`src/rtl/axi_alu_pkg.sv`:
```
// axi_alu_pkg: shared width, FSM encoding and LFSR taps for the ALU pipeline stream initiator.
// Rev 1.0
`default_nettype none

package axi_alu_pkg;

    localparam int DATA_W = 10;

    typedef enum logic [1:0] {
        ST_IDLE  = 2'd0,
        ST_RUN   = 2'd1,
        ST_DRAIN = 2'd2,
        ST_DONE  = 2'd3
    } state_t;

    // x^10 + x^7 + 1 Fibonacci form: feedback = bit9 ^ bit6
    localparam int LFSR_TAP_HI = 9;
    localparam int LFSR_TAP_LO = 6;

endpackage

`default_nettype wire

```
`src/rtl/stream_pattern_gen.sv`:
```
// stream_pattern_gen: holds the current burst word; loads a seed and steps by increment or LFSR.
// Rev 1.0
`default_nettype none

module stream_pattern_gen
    import axi_alu_pkg::*;
#(
    parameter int DATA_W = axi_alu_pkg::DATA_W
) (
    input  logic              clk,
    input  logic              reset,
    input  logic              i_load,
    input  logic [DATA_W-1:0] i_seed,
    input  logic              i_mode,
    input  logic              i_advance,
    output logic [DATA_W-1:0] o_word
);

    logic              r_mode;
    logic [DATA_W-1:0] r_word;
    logic [DATA_W-1:0] w_next;

    always_comb begin
        w_next = r_word + DATA_W'(1);
        if (r_mode) begin
            w_next = {r_word[DATA_W-2:0], r_word[LFSR_TAP_HI] ^ r_word[LFSR_TAP_LO]};
        end
    end

    always_ff @(posedge clk or negedge reset) begin
        if (!reset) begin
            r_mode <= 1'b0;
            r_word <= '0;
        end else if (i_load) begin
            r_mode <= i_mode;
            // an all-zero LFSR would lock up, so seed 0 starts at 1
            r_word <= (i_mode && (i_seed == '0)) ? DATA_W'(1) : i_seed;
        end else if (i_advance) begin
            r_word <= w_next;
        end
    end

    assign o_word = r_word;

endmodule

`default_nettype wire

```
`src/rtl/axi_stream_initiator.sv`:
```
// axi_stream_initiator: credit-limited burst source for the ALU pipeline write channel, sink for its read channel.
// Rev 1.0
`default_nettype none

module axi_stream_initiator
    import axi_alu_pkg::*;
#(
    parameter int DATA_W  = axi_alu_pkg::DATA_W,
    parameter int CNT_W   = 8,
    parameter int MAX_OUT = 8,
    parameter int TIMEOUT = 255
) (
    input  logic              clk,
    input  logic              reset,
    input  logic              start,
    input  logic [CNT_W-1:0]  len,
    input  logic [DATA_W-1:0] seed,
    input  logic              mode,
    output logic [DATA_W-1:0] wdata,
    output logic              wvalid,
    input  logic              wready,
    input  logic              rvalid,
    input  logic [DATA_W-1:0] rdata,
    output logic              rready,
    output logic              busy,
    output logic              done,
    output logic              timeout_err,
    output logic [CNT_W-1:0]  rx_count,
    output logic [DATA_W-1:0] last_rdata
);

    localparam int IDLE_W = (TIMEOUT < 2) ? 1 : $clog2(TIMEOUT + 1);

    state_t             r_state;
    logic [CNT_W-1:0]   r_len;
    logic [CNT_W-1:0]   r_sent;
    logic [CNT_W-1:0]   r_rx_count;
    logic [CNT_W-1:0]   r_out;
    logic [IDLE_W-1:0]  r_idle;
    logic               r_timeout_err;
    logic               r_wvalid;
    logic [DATA_W-1:0]  r_last_rdata;

    state_t             w_state_nxt;
    logic [CNT_W-1:0]   w_len_nxt;
    logic [CNT_W-1:0]   w_sent_nxt;
    logic [CNT_W-1:0]   w_rx_nxt;
    logic [CNT_W-1:0]   w_out_nxt;
    logic [CNT_W-1:0]   w_out_upd;
    logic [IDLE_W-1:0]  w_idle_nxt;
    logic               w_err_nxt;
    logic               w_wvalid_nxt;
    logic [DATA_W-1:0]  w_last_nxt;
    logic               w_load;
    logic               w_rready;
    logic               w_whs;
    logic               w_rhs;
    logic               w_tmo;

    assign w_rready = (r_state == ST_RUN) || (r_state == ST_DRAIN);
    assign w_whs    = r_wvalid && wready;
    assign w_rhs    = rvalid && w_rready;
    assign w_tmo    = !w_rhs && (r_out != '0) && (r_idle == IDLE_W'(TIMEOUT - 1));

    always_comb begin
        w_out_upd = r_out;
        if (w_whs && !w_rhs) begin
            w_out_upd = r_out + CNT_W'(1);
        end else if (!w_whs && w_rhs && (r_out != '0)) begin
            w_out_upd = r_out - CNT_W'(1);
        end
    end

    always_comb begin
        w_state_nxt  = r_state;
        w_len_nxt    = r_len;
        w_sent_nxt   = r_sent;
        w_rx_nxt     = r_rx_count;
        w_out_nxt    = r_out;
        w_idle_nxt   = r_idle;
        w_err_nxt    = r_timeout_err;
        w_wvalid_nxt = r_wvalid;
        w_last_nxt   = r_last_rdata;
        w_load       = 1'b0;

        case (r_state)
            ST_IDLE: begin
                if (start) begin
                    w_err_nxt = 1'b0;
                    if (len != '0) begin
                        w_state_nxt  = ST_RUN;
                        w_len_nxt    = len;
                        w_sent_nxt   = '0;
                        w_rx_nxt     = '0;
                        w_out_nxt    = '0;
                        w_idle_nxt   = '0;
                        w_load       = 1'b1;
                        w_wvalid_nxt = 1'b1;
                    end else begin
                        w_state_nxt = ST_DONE;
                    end
                end
            end
            ST_RUN, ST_DRAIN: begin
                w_sent_nxt = r_sent + CNT_W'(w_whs);
                w_out_nxt  = w_out_upd;
                if (w_rhs) begin
                    w_rx_nxt   = r_rx_count + CNT_W'(1);
                    w_last_nxt = rdata;
                    w_idle_nxt = '0;
                end else if (r_out != '0) begin
                    w_idle_nxt = r_idle + IDLE_W'(1);
                end

                if (w_tmo) begin
                    w_err_nxt    = 1'b1;
                    w_wvalid_nxt = 1'b0;
                    w_state_nxt  = ST_DONE;
                end else if (r_state == ST_RUN) begin
                    if (w_sent_nxt == r_len) begin
                        w_wvalid_nxt = 1'b0;
                        w_state_nxt  = ST_DRAIN;
                    end else begin
                        // a pending word is held regardless of credit; credit only gates raising
                        w_wvalid_nxt = (r_wvalid && !wready) || (w_out_upd < CNT_W'(MAX_OUT));
                    end
                end else begin
                    w_wvalid_nxt = 1'b0;
                    if (w_rx_nxt >= r_len) begin
                        w_state_nxt = ST_DONE;
                    end
                end
            end
            ST_DONE: begin
                w_state_nxt = ST_IDLE;
            end
            default: begin
                w_state_nxt = ST_IDLE;
            end
        endcase
    end

    always_ff @(posedge clk or negedge reset) begin
        if (!reset) begin
            r_state       <= ST_IDLE;
            r_len         <= '0;
            r_sent        <= '0;
            r_rx_count    <= '0;
            r_out         <= '0;
            r_idle        <= '0;
            r_timeout_err <= 1'b0;
            r_wvalid      <= 1'b0;
            r_last_rdata  <= '0;
        end else begin
            r_state       <= w_state_nxt;
            r_len         <= w_len_nxt;
            r_sent        <= w_sent_nxt;
            r_rx_count    <= w_rx_nxt;
            r_out         <= w_out_nxt;
            r_idle        <= w_idle_nxt;
            r_timeout_err <= w_err_nxt;
            r_wvalid      <= w_wvalid_nxt;
            r_last_rdata  <= w_last_nxt;
        end
    end

    stream_pattern_gen #(
        .DATA_W (DATA_W)
    ) u_pattern (
        .clk       (clk),
        .reset     (reset),
        .i_load    (w_load),
        .i_seed    (seed),
        .i_mode    (mode),
        .i_advance (w_whs),
        .o_word    (wdata)
    );

    assign wvalid      = r_wvalid;
    assign rready      = w_rready;
    assign busy        = w_rready;
    assign done        = (r_state == ST_DONE);
    assign timeout_err = r_timeout_err;
    assign rx_count    = r_rx_count;
    assign last_rdata  = r_last_rdata;

endmodule

`default_nettype wire

```
`config.mk`:
```
export PLATFORM = sky130hd
export DESIGN_NAME = axi_stream_initiator
export DESIGN_NICKNAME = d
export VERILOG_FILES = /design/src/rtl/axi_alu_pkg.sv /design/src/rtl/stream_pattern_gen.sv /design/src/rtl/axi_stream_initiator.sv
export SDC_FILE = /design/constraint.sdc
export NUM_CORES = 1
export LEC_CHECK = 0
export ABC_AREA = 1
export CELL_PAD_IN_SITES_DETAIL_PLACEMENT = 1
export CELL_PAD_IN_SITES_GLOBAL_PLACEMENT = 2
export CORE_UTILIZATION = 39
export CTS_CLUSTER_DIAMETER = 200
export DETAILED_ROUTE_END_ITERATION = 8
export DONT_BUFFER_PORTS = 1
export GPL_ROUTABILITY_DRIVEN = 0
export PLACE_DENSITY = 0.89
export RECOVER_POWER = 100
export SKIP_CTS_REPAIR_TIMING = 1
export SYNTH_ARGS = -nofsm -noshare
export SYNTH_HDL_FRONTEND = slang
export SYNTH_SLANG_ARGS = --single-unit
export TNS_END_PERCENT = 100
```
`constraint.sdc`:
```
create_clock -name clk -period 8 [get_ports clk]
set_input_delay 1.2 -clock clk [delete_from_list [all_inputs] [get_ports clk]]
set_output_delay 1.2 -clock clk [all_outputs]
set_load 0.02 [all_outputs]
```
======== After elaboration in Yosys (flattened, before gate mapping) ========
Cells that the tools add are included.
word-level totals
  input bits .............................. 34
  logic and storage cells ................. 93
  output and inout bits ................... 33
  register bits ........................... 65
cells by class
  bitwise operators ....................... 1
  reduce and logical (&&, ||, !) cells .... 27
  $lt $le $gt $ge ......................... 2
  mux-type cells .......................... 35
  eq/ne operators ......................... 11
  add/sub/neg operators ................... 6
operators by type and width
  cell                                                                          count
  8-bit 2-to-1 mux                                                              8
  8-bit one-hot mux with 2 select lines                                         4
  10-bit 2-to-1 mux                                                             4
  8-bit by 1-bit adder with 8-bit output, second input constant                 3
  8-bit nonzero test                                                            2
  2-bit 2-to-1 mux                                                              6
  3-bit AND reduction                                                           4
  10-bit by 1-bit adder with 10-bit output, second input constant               1
  10-bit zero test                                                              1
  1-bit 2-to-1 mux                                                              10
  1-bit logical AND                                                             9
  8-bit by 1-bit adder with 8-bit output                                        1
  8-bit equality test                                                           1
  8-bit equality test, second input constant                                    1
  8-bit >= comparator                                                           1
  8-bit by 4-bit less-than comparator with 1-bit output, second input constant  1
  4-bit inequality test, second input constant                                  2
  8-bit by 1-bit subtractor with 8-bit output, second input constant            1
  2-bit inequality test, second input constant                                  3
  2-bit one-hot mux with 3 select lines                                         1
  2-bit equality test, second input constant                                    2
  1-bit one-hot mux with 2 select lines                                         2
  4-bit AND reduction                                                           1
  2-bit nonzero test                                                            2
  8 further kinds                                                               11

======== Depth between registers and ports, before layout ========
Gate-level depths: netlist (run 1).
  depth in word-level cells ............... 13
  gate-level depth with buffers ........... 19
  depth with buffers taken out ............ 19

======== Hierarchy ========
From an unflattened synthesis (run 1), not the netlist that was laid out.
second synthesis, totals
  cell total of the unflattened synthesis .. 590
  area total of the unflattened synthesis .. 4271.6 µm²
modules (own cells, without submodules)
  module                instances  cells an instance  seq. area each (µm²)  area each (µm²)
  axi_stream_initiator  1          459                1351.3                3409.5
  stream_pattern_gen    1          131                275.3                 862.1

======== Worst setup path before layout (run 1) ========
No wires, ideal clock.
  path type ............................... input port to flip-flop
  from .................................... in rvalid
  to ...................................... reg r_state[0]
  data required time ...................... 7883 ps
  library setup time ...................... 117 ps
  arrival time ............................ 2998 ps
  setup slack ............................. 4885 ps
  stages on the path ...................... 17
  buffers on the path ..................... 0
  path through ............................ nand2_4 > inv_1 > nand2_1 > nor3_1 > nand3_1 > xor2_1 > inv_1 > ha_1 > nand2_1 > nor2_1 > nand4_1 > o2111ai_1 > nor2_1 > nand2_1 > nand3_1 > nand2_1 > nand2_1
on the way
  cells in the longest elaborated chain, start to end .. 6
  elaborated cells between the ends (all ways) .. 12
  classes of those cells .................. order compare (1); eq/ne (2); mux (4); reduce/logical (5)
RTL lines
  element                                                                                 RTL line                                                 RTL
  start, declared                                                                         axi_stream_initiator.sv:22                               input logic rvalid,
  1-bit logical AND *                                                                     axi_stream_initiator.sv:62                               assign w_rhs = rvalid && w_rready;
  8-bit 2-to-1 mux or 1-bit zero test (tied branches)                                     axi_stream_initiator.sv:107, axi_stream_initiator.sv:63
  8-bit 2-to-1 mux or 1-bit logical AND (tied branches)                                   axi_stream_initiator.sv:86, axi_stream_initiator.sv:63
  8-bit >= comparator or 1-bit logical AND (tied branches)                                axi_stream_initiator.sv:129, axi_stream_initiator.sv:63
  4-bit inequality test (no line) or 2-bit 2-to-1 mux (tied branches)                     n/a
  3-bit AND reduction (no line) or 2-bit one-hot mux with 3 select lines (tied branches)  n/a
  end signal, assigned                                                                    axi_stream_initiator.sv:155                              r_state <= w_state_nxt;
  end, declared                                                                           axi_stream_initiator.sv:34                               state_t r_state;
Mark *: on every way between the ends. The rest lies on a longest branch, timed or not. The select of a mux whose other input is x is not followed.
A chain may end at the register's enable or synchronous reset.

======== Worst setup path after layout (run 1) ========
  from .................................... reg r_state[0]
  to ...................................... reg r_state[0]
on the way
  cells in the longest elaborated chain, start to end .. 8
  elaborated cells between the ends (all ways) .. 20
  classes of those cells .................. order compare (1); eq/ne (6); mux (5); reduce/logical (8)
RTL lines
  element                                                                                 RTL line                                                 RTL
  2-bit by 1-bit equality test with 1-bit output or 2-bit equality test (tied branches)   axi_stream_initiator.sv:60                               assign w_rready = (r_state == ST_RUN) || (r_state == ST_DRAIN);
  1-bit logical OR *                                                                      axi_stream_initiator.sv:60
  via busy                                                                                axi_stream_initiator.sv:25                               output logic busy,
  1-bit logical AND *                                                                     axi_stream_initiator.sv:62
  8-bit 2-to-1 mux or 1-bit zero test (tied branches)                                     axi_stream_initiator.sv:107, axi_stream_initiator.sv:63
  8-bit 2-to-1 mux or 1-bit logical AND (tied branches)                                   axi_stream_initiator.sv:86, axi_stream_initiator.sv:63
  8-bit >= comparator or 1-bit logical AND (tied branches)                                axi_stream_initiator.sv:129, axi_stream_initiator.sv:63
  4-bit inequality test (no line) or 2-bit 2-to-1 mux (tied branches)                     n/a
  3-bit AND reduction (no line) or 2-bit one-hot mux with 3 select lines (tied branches)  n/a
Mark *: on every way through the listed nets, which the timed path passes. The rest lies on a longest branch. The select of a mux whose other input is x is not followed.

==> flow_summary.json, run 1 <==
{
  "crit_arrival_ns": 4.83,
  "clock-sinks": 65,
  "grt_pass1_wl_um": 19800,
  "post-route-min-period_ns": 4.57,
  "r2r_cells": 19,
  "antenna_found_initial": 0,
  "dp_cells": 678,
  "syn_area_per_cell_um2": 7.52,
  "clock_skew_ns": 0.00978,
  "worstHoldPathType": "input port to async pin",
  "hold_viol": 0,
  "fin_crit_sh": 0.572,
  "cts_max_path_buffers": 2,
  "slew_violations": 0,
  "die_y_um": 105,
  "hpwl_um": 8670,
  "synth_top_cell_area_share": 0.390,
  "drt_wl_total_um": 11800,
  "drc": 0,
  "num_rows": 37,
  "final_cells": 694,
  "io_pins": 67,
  "wire_per_inst_um": 17.0,
  "fp.dieW_um": 105,
  "p_per_area_mw_per_mm2": 409,
  "synth_cell_types": 43,
  "setup-tns-final_ns": 0,
  "r2r_start": "r_state[0]$_DFFE_PN0P_",
  "synth_area_mm2": 0.00418,
  "setup_viol": 0,
  "timing.fmax_mhz": 219,
  "rsz0062_at_grt": "false",
  "worst_slew_pin_slew_ns": 1.19,
  "gr-total-overflow": 0,
  "clock_latency_ns": 0.37,
  "dieArea_mm2": 0.0111,
  "nNetsFinal": 608,
  "synth_edf_count": 0,
  "cts_inserted_buffers": 9,
  "initial_core_util": 0.403,
  "cp_max_fo": 15,
  "syn_to_final_growth_pct": 7.82,
  "maxCapViolCount": 0,
  "postPlaceCellArea_mm2": 0.00429,
  "avgViaCountPerCell": 5.32,
  "ys_ff_latch": 65,
  "ys_warn_count": 0,
  "drtIter0Drc": 148,
  "layout-drive-gt1-share": 0.0573,
  "end_kind": "register",
  "yosysTopAreaCell": "dfrtp_1",
  "io_buffers": 0,
  "async_flop_share": 1.00,
  "slew_headroom": 0.209,
  "ys_top_cells_by_area": "dfrtp_1, nand2_1, ha_1, inv_1, o21ai_0",
  "clkTransAtPathRegs_ns": 0.08,
  "syn_nets": 610,
  "grt_pass1_vias": 3871,
  "worst_setup_path_start_kind": "register",
  "cts_tree": "done",
  "cts.htree.levels": 3,
  "outcome": "completed",
  "ir_drop_mv": 0.198,
  "crit_required_ns": 8.25,
  "r2r_end": "r_state[0]$_DFFE_PN0P_",
  "r2r_setup_slack_ns": 3.43,
  "crit_type": "register to register",
  "diodes": 0,
  "grt_util_all_layers": 0.227,
  "syn_inst": 555,
  "drt_pass1_iterations": 4,
  "fin_area_mm2": 0.00450,
  "num_vias": 3694,
  "root_buffer": "clkbuf_8",
  "grt_max_degree": 66,
  "synth_flop_cell": "dfrtp_1",
  "p_total_uw": 1840,
  "core_mm2": 0.0104,
  "postRouteAntennaNets": 0,
  "ys_seq_area_frac": 0.390,
  "p_leak_uw": 0.00215
}
layer usage:
metal  track usage  vias up  routed length (um)
li1              -     1807                   -
met1         0.294     1813                5380
met2         0.374       61                5770
met3        0.0464       13                 445
met4        0.0865        0                 178
met5             0        -                   0
cells in the final DEF (no fill, tap or decap), drive strengths merged, types with 8 or more instances in the layout:
cell    instances
nand2         166
inv            67
dfrtp          65
nor2           47
o21ai          43
nand3          34
ha             21
xor2           19
a21oi          18
o22ai          16
nand4          11
clkbuf         11
nor3            8
per-stage QoR:
step	hold WS (ns)	worst slack (ns)	utilization
after detailed placement	0.507	3.83	0.413
after CTS	0.501	3.80	0.437
after floorplan	0.467	4.88	-
after global placement	0.485	4.09	0.413
after global routing	0.505	3.04	0.434
final	0.522	3.43	0.434
worst max-delay path, stage by stage, from the launching register on:
cell and delay [ns]:
dfrtp_1 0.41, inv_1 0.08, ha_1 0.71, nand2_1 0.62, inv_1 0.58, nand2_1 0.16
nor3_1 0.35, nand3_1 0.17, xor2_1 0.21, inv_1 0.07, ha_1 0.27, nand2_1 0.06
nor2_1 0.13, nand4_1 0.09, o2111ai_1 0.13, nor2_1 0.06, nand2_1 0.11, nand3_1 0.12
nand2_1 0.08, nand2_1 0.05
cell type report:
| cell class | count | area, um2 |
|---|---|---|
| timing repair buffer | 1 | 3.75 |
| multi-input combinational | 409 | 2210 |
| clock buffer | 10 | 138 |
| clock inverter | 6 | 105 |
| inverter | 67 | 251 |
| fill | 1346 | 5870 |
| tap | 136 | 170 |
| sequential | 65 | 1630 |
registers in the layout, indices dropped and copies added (netlist names):
name              count
r_idle                8
u_pattern.r_mode      1
r_len                 8
r_state               2
u_pattern.o_word     10
r_out                 8
r_sent                8
timeout_err           1
last_rdata           10
rx_count              8
wvalid                1
report_power, final:
group / total, uW / leakage (uW) / internal, uW / switching (uW)
registers: 618 / 0.000843 / 434 / 184
logic: 870 / 0.00118 / 272 / 598
clock network: 355 / 0.000126 / 214 / 141
total: 1840 / 0.00215 / 921 / 923
synth_stat cells, types with 2 or more instances:
cell / instances
a21oi_1: 17
a22o_1: 2
a22oi_1: 2
a31oi_1: 2
buf_2: 6
clkbuf_1: 6
dfrtp_1: 65
ha_1: 21
inv_1: 60
inv_2: 7
nand2_1: 164
nand3_1: 33
nand4_1: 11
nor2_1: 41
nor2_4: 4
nor3_1: 7
nor4_1: 2
nor4_2: 2
o211ai_1: 4
o21ai_0: 38
o21ai_1: 3
o22ai_1: 16
xnor2_1: 4
xor2_1: 19
cell families after synthesis:
| group | share of synthesized area |
|---|---|
| xor+xnor | 0.0536 |
| fa+ha+maj | 0.0629 |
| simple gates | 0.287 |
| flops | 0.390 |
| compound gates | 0.127 |
| mux | 0.00240 |
| buf+inv | 0.0773 |
how the worst max path moves through the flow:
stage	endpoint	depth (start not counted)	startpoint
global route	r_state[0]$_DFFE_PN0P_	19	r_state[0]$_DFFE_PN0P_
CTS	r_state[0]$_DFFE_PN0P_	19	r_state[0]$_DFFE_PN0P_
detailed placement	r_state[0]$_DFFE_PN0P_	19	r_state[0]$_DFFE_PN0P_
floorplan	r_state[0]$_DFFE_PN0P_	17	rvalid
finish	r_state[0]$_DFFE_PN0P_	19	r_state[0]$_DFFE_PN0P_
global placement	r_state[1]$_DFFE_PN0P_	19	r_state[0]$_DFFE_PN0P_
Power figures use the tool's default switching activity.
==> run 2, diff against run 1 <==
--- a/config.mk
+++ b/config.mk
@@ -8,12 +8,12 @@
 export ABC_AREA = 1
 export CELL_PAD_IN_SITES_DETAIL_PLACEMENT = 1
 export CELL_PAD_IN_SITES_GLOBAL_PLACEMENT = 2
-export CORE_UTILIZATION = 39
+export CORE_UTILIZATION = 33
 export CTS_CLUSTER_DIAMETER = 200
 export DETAILED_ROUTE_END_ITERATION = 8
 export DONT_BUFFER_PORTS = 1
 export GPL_ROUTABILITY_DRIVEN = 0
-export PLACE_DENSITY = 0.89
+export PLACE_DENSITY = 0.81
 export RECOVER_POWER = 100
 export SKIP_CTS_REPAIR_TIMING = 1
 export SYNTH_ARGS = -nofsm -noshare
==> constraint.sdc (replaced) <==
create_clock -name clk -period 4.2 [get_ports clk]
set_input_delay 0.63 -clock clk [delete_from_list [all_inputs] [get_ports clk]]
set_output_delay 0.63 -clock clk [all_outputs]
set_load 0.02 [all_outputs]
==> run 2 against run 1 <==
The flow now finishes with violations (capacitance limit, slew limit). Non-clock buffer count rose by 3. Clock power up 110%. Critical path depth shrank 10. Sequential share of layout area is 1.1 points lower. Count of clock-buffer cells in the layout did not move. Critical endpoint is now r_sent[2]$_DFFE_PN0P_. Largest power group unchanged.
==> flow_summary.json, run 2 (synthesis results as in run 1) <==
{
  "fin_crit_sh": 0.874,
  "slew_violations": 66,
  "cts_tree": "done",
  "avgViaCountPerCell": 5.01,
  "setup-tns-final_ns": 0,
  "cts_max_path_buffers": 2,
  "drt_pass1_iterations": 4,
  "die_y_um": 114,
  "mostFrequentLayoutCell": "nand2_1",
  "layout-drive-gt1-share": 0.0677,
  "outcome": "finished with violations",
  "dieArea_mm2": 0.0131,
  "clock-sinks": 65,
  "num_rows": 40,
  "timing.fmax_mhz": 272,
  "pwr-share-clk": 0.208,
  "wire_per_inst_um": 15.8,
  "p_sw_uw": 1780,
  "p_leak_uw": 0.00220,
  "crit_arrival_ns": 3.91,
  "num_vias": 3654,
  "ir_drop_mv": 0.410,
  "hpwl_um": 8680,
  "grt_max_degree": 66,
  "grt_pass1_wl_um": 19500,
  "hold_viol": 0,
  "slew_headroom": -1.11,
  "core_mm2": 0.0122,
  "drc": 0,
  "final_cell_mix": "nand2_1, dfrtp_1, inv_1, nor2_1, o21ai_0",
  "post-route-min-period_ns": 3.67,
  "end_kind": "register",
  "crit_type": "register to register",
  "clock_latency_ns": 0.33,
  "drt_wl_total_um": 11500,
  "worst_setup_path_start_kind": "register",
  "rsz0062_at_grt": "false",
  "hold_ws_ns": 0.410,
  "gr-total-overflow": 0,
  "worst_slew_pin_slew_ns": 3.17,
  "maxCapViolCount": 1,
  "io_pins": 67,
  "clkTransAtPathRegs_ns": 0.05,
  "cts.htree.levels": 3,
  "switching_share": 0.493,
  "io_buffers": 0,
  "syn_to_final_growth_pct": 11.2,
  "violations": "capacitance limit, slew limit",
  "seqPwrFrac": 0.326,
  "cp_max_fo": 14,
  "cts_inserted_buffers": 9,
  "nNetsFinal": 611,
  "clock_skew_ns": 0.00448,
  "root_buffer": "clkbuf_16",
  "antenna_found_initial": 0,
  "crit_required_ns": 4.44,
  "postRouteAntennaNets": 0,
  "fp.dieW_um": 114,
  "intPower_uw": 1830,
  "pwr-share-comb": 0.466,
  "drtIter0Drc": 117,
  "diodes": 0,
  "p_per_area_mw_per_mm2": 778,
  "initial_core_util": 0.343,
  "grt_pass1_vias": 3887,
  "grt_util_all_layers": 0.191,
  "worstHoldPathType": "input port to register",
  "setup_viol": 0
}
[run 2: metal layers]
layer	share of wire	wire [um]	vias up	global-route usage
li1	-	-	1814	-
met1	0.48	5470	1781	0.252
met2	0.48	5520	47	0.317
met3	0.035	399	12	0.0386
met4	0.011	122	0	0.0537
met5	0	0	-	0
[run 2: final timing paths]
path | startpoint | end | slack (ns) | depth (start not counted)
worst max-delay path | r_state[0]$_DFFE_PN0P_ | r_sent[2]$_DFFE_PN0P_ | 0.53 | 9
worst min-delay path | rdata[9] | last_rdata[9]$_DFFE_PN0P_ | 0.41 | 2
worst max register to register | r_state[0]$_DFFE_PN0P_ | r_sent[2]$_DFFE_PN0P_ | 0.53 | 9
worst min register to register | r_sent[0]$_DFFE_PN0P_ | r_sent[0]$_DFFE_PN0P_ | 0.52 | 1
max in group asynchronous | reset | r_state[1]$_DFFE_PN0P_ | 0.83 | 1
min in group asynchronous | reset | rx_count[5]$_DFFE_PN0P_ | 1.55 | 1
[run 2: worst max-delay path, stage by stage (launching register included)]
cell and delay [ns]:
dfrtp_1 0.40, inv_1 0.08, ha_1 0.34, clkbuf_1 0.64, nand2_1 0.22, nand2_1 0.15, inv_1 0.13, nor2_1 0.77
inv_1 0.54, o21ai_0 0.30
[run 2: power groups by stage]
stage / combinational, uW / sequential [uW] / clock (uW)
2_1_floorplan: 1330 / 1110 / 0
3_5_place_dp: 1690 / 1190 / 0
4_1_cts: 1710 / 1180 / 773
6_report: 1680 / 1180 / 753
3_3_place_gp: 1640 / 1180 / 0
5_1_grt: 1930 / 1210 / 799
[run 2: final cells by class]
cell class	instances	area (um2)
flip-flops and latches	65	1630
clock buffers	10	239
well taps	168	210
fillers	1521	7520
inverters	67	251
clock inverters	6	57.6
repair buffers	4	28.8
multi-input cells	409	2230
[run 2: metrics by stage]
stage	instances	cell area [um2]	util	total power (uW)	worst slack (ns)
after floorplan	555	4180	-	2430	1.29
after global placement	712	4340	0.357	2830	0.924
after detailed placement	712	4340	0.357	2880	0.727
after CTS	728	4640	0.381	3660	0.717
after global routing	729	4640	0.382	3940	0.211
final	729	4640	0.382	3610	0.530
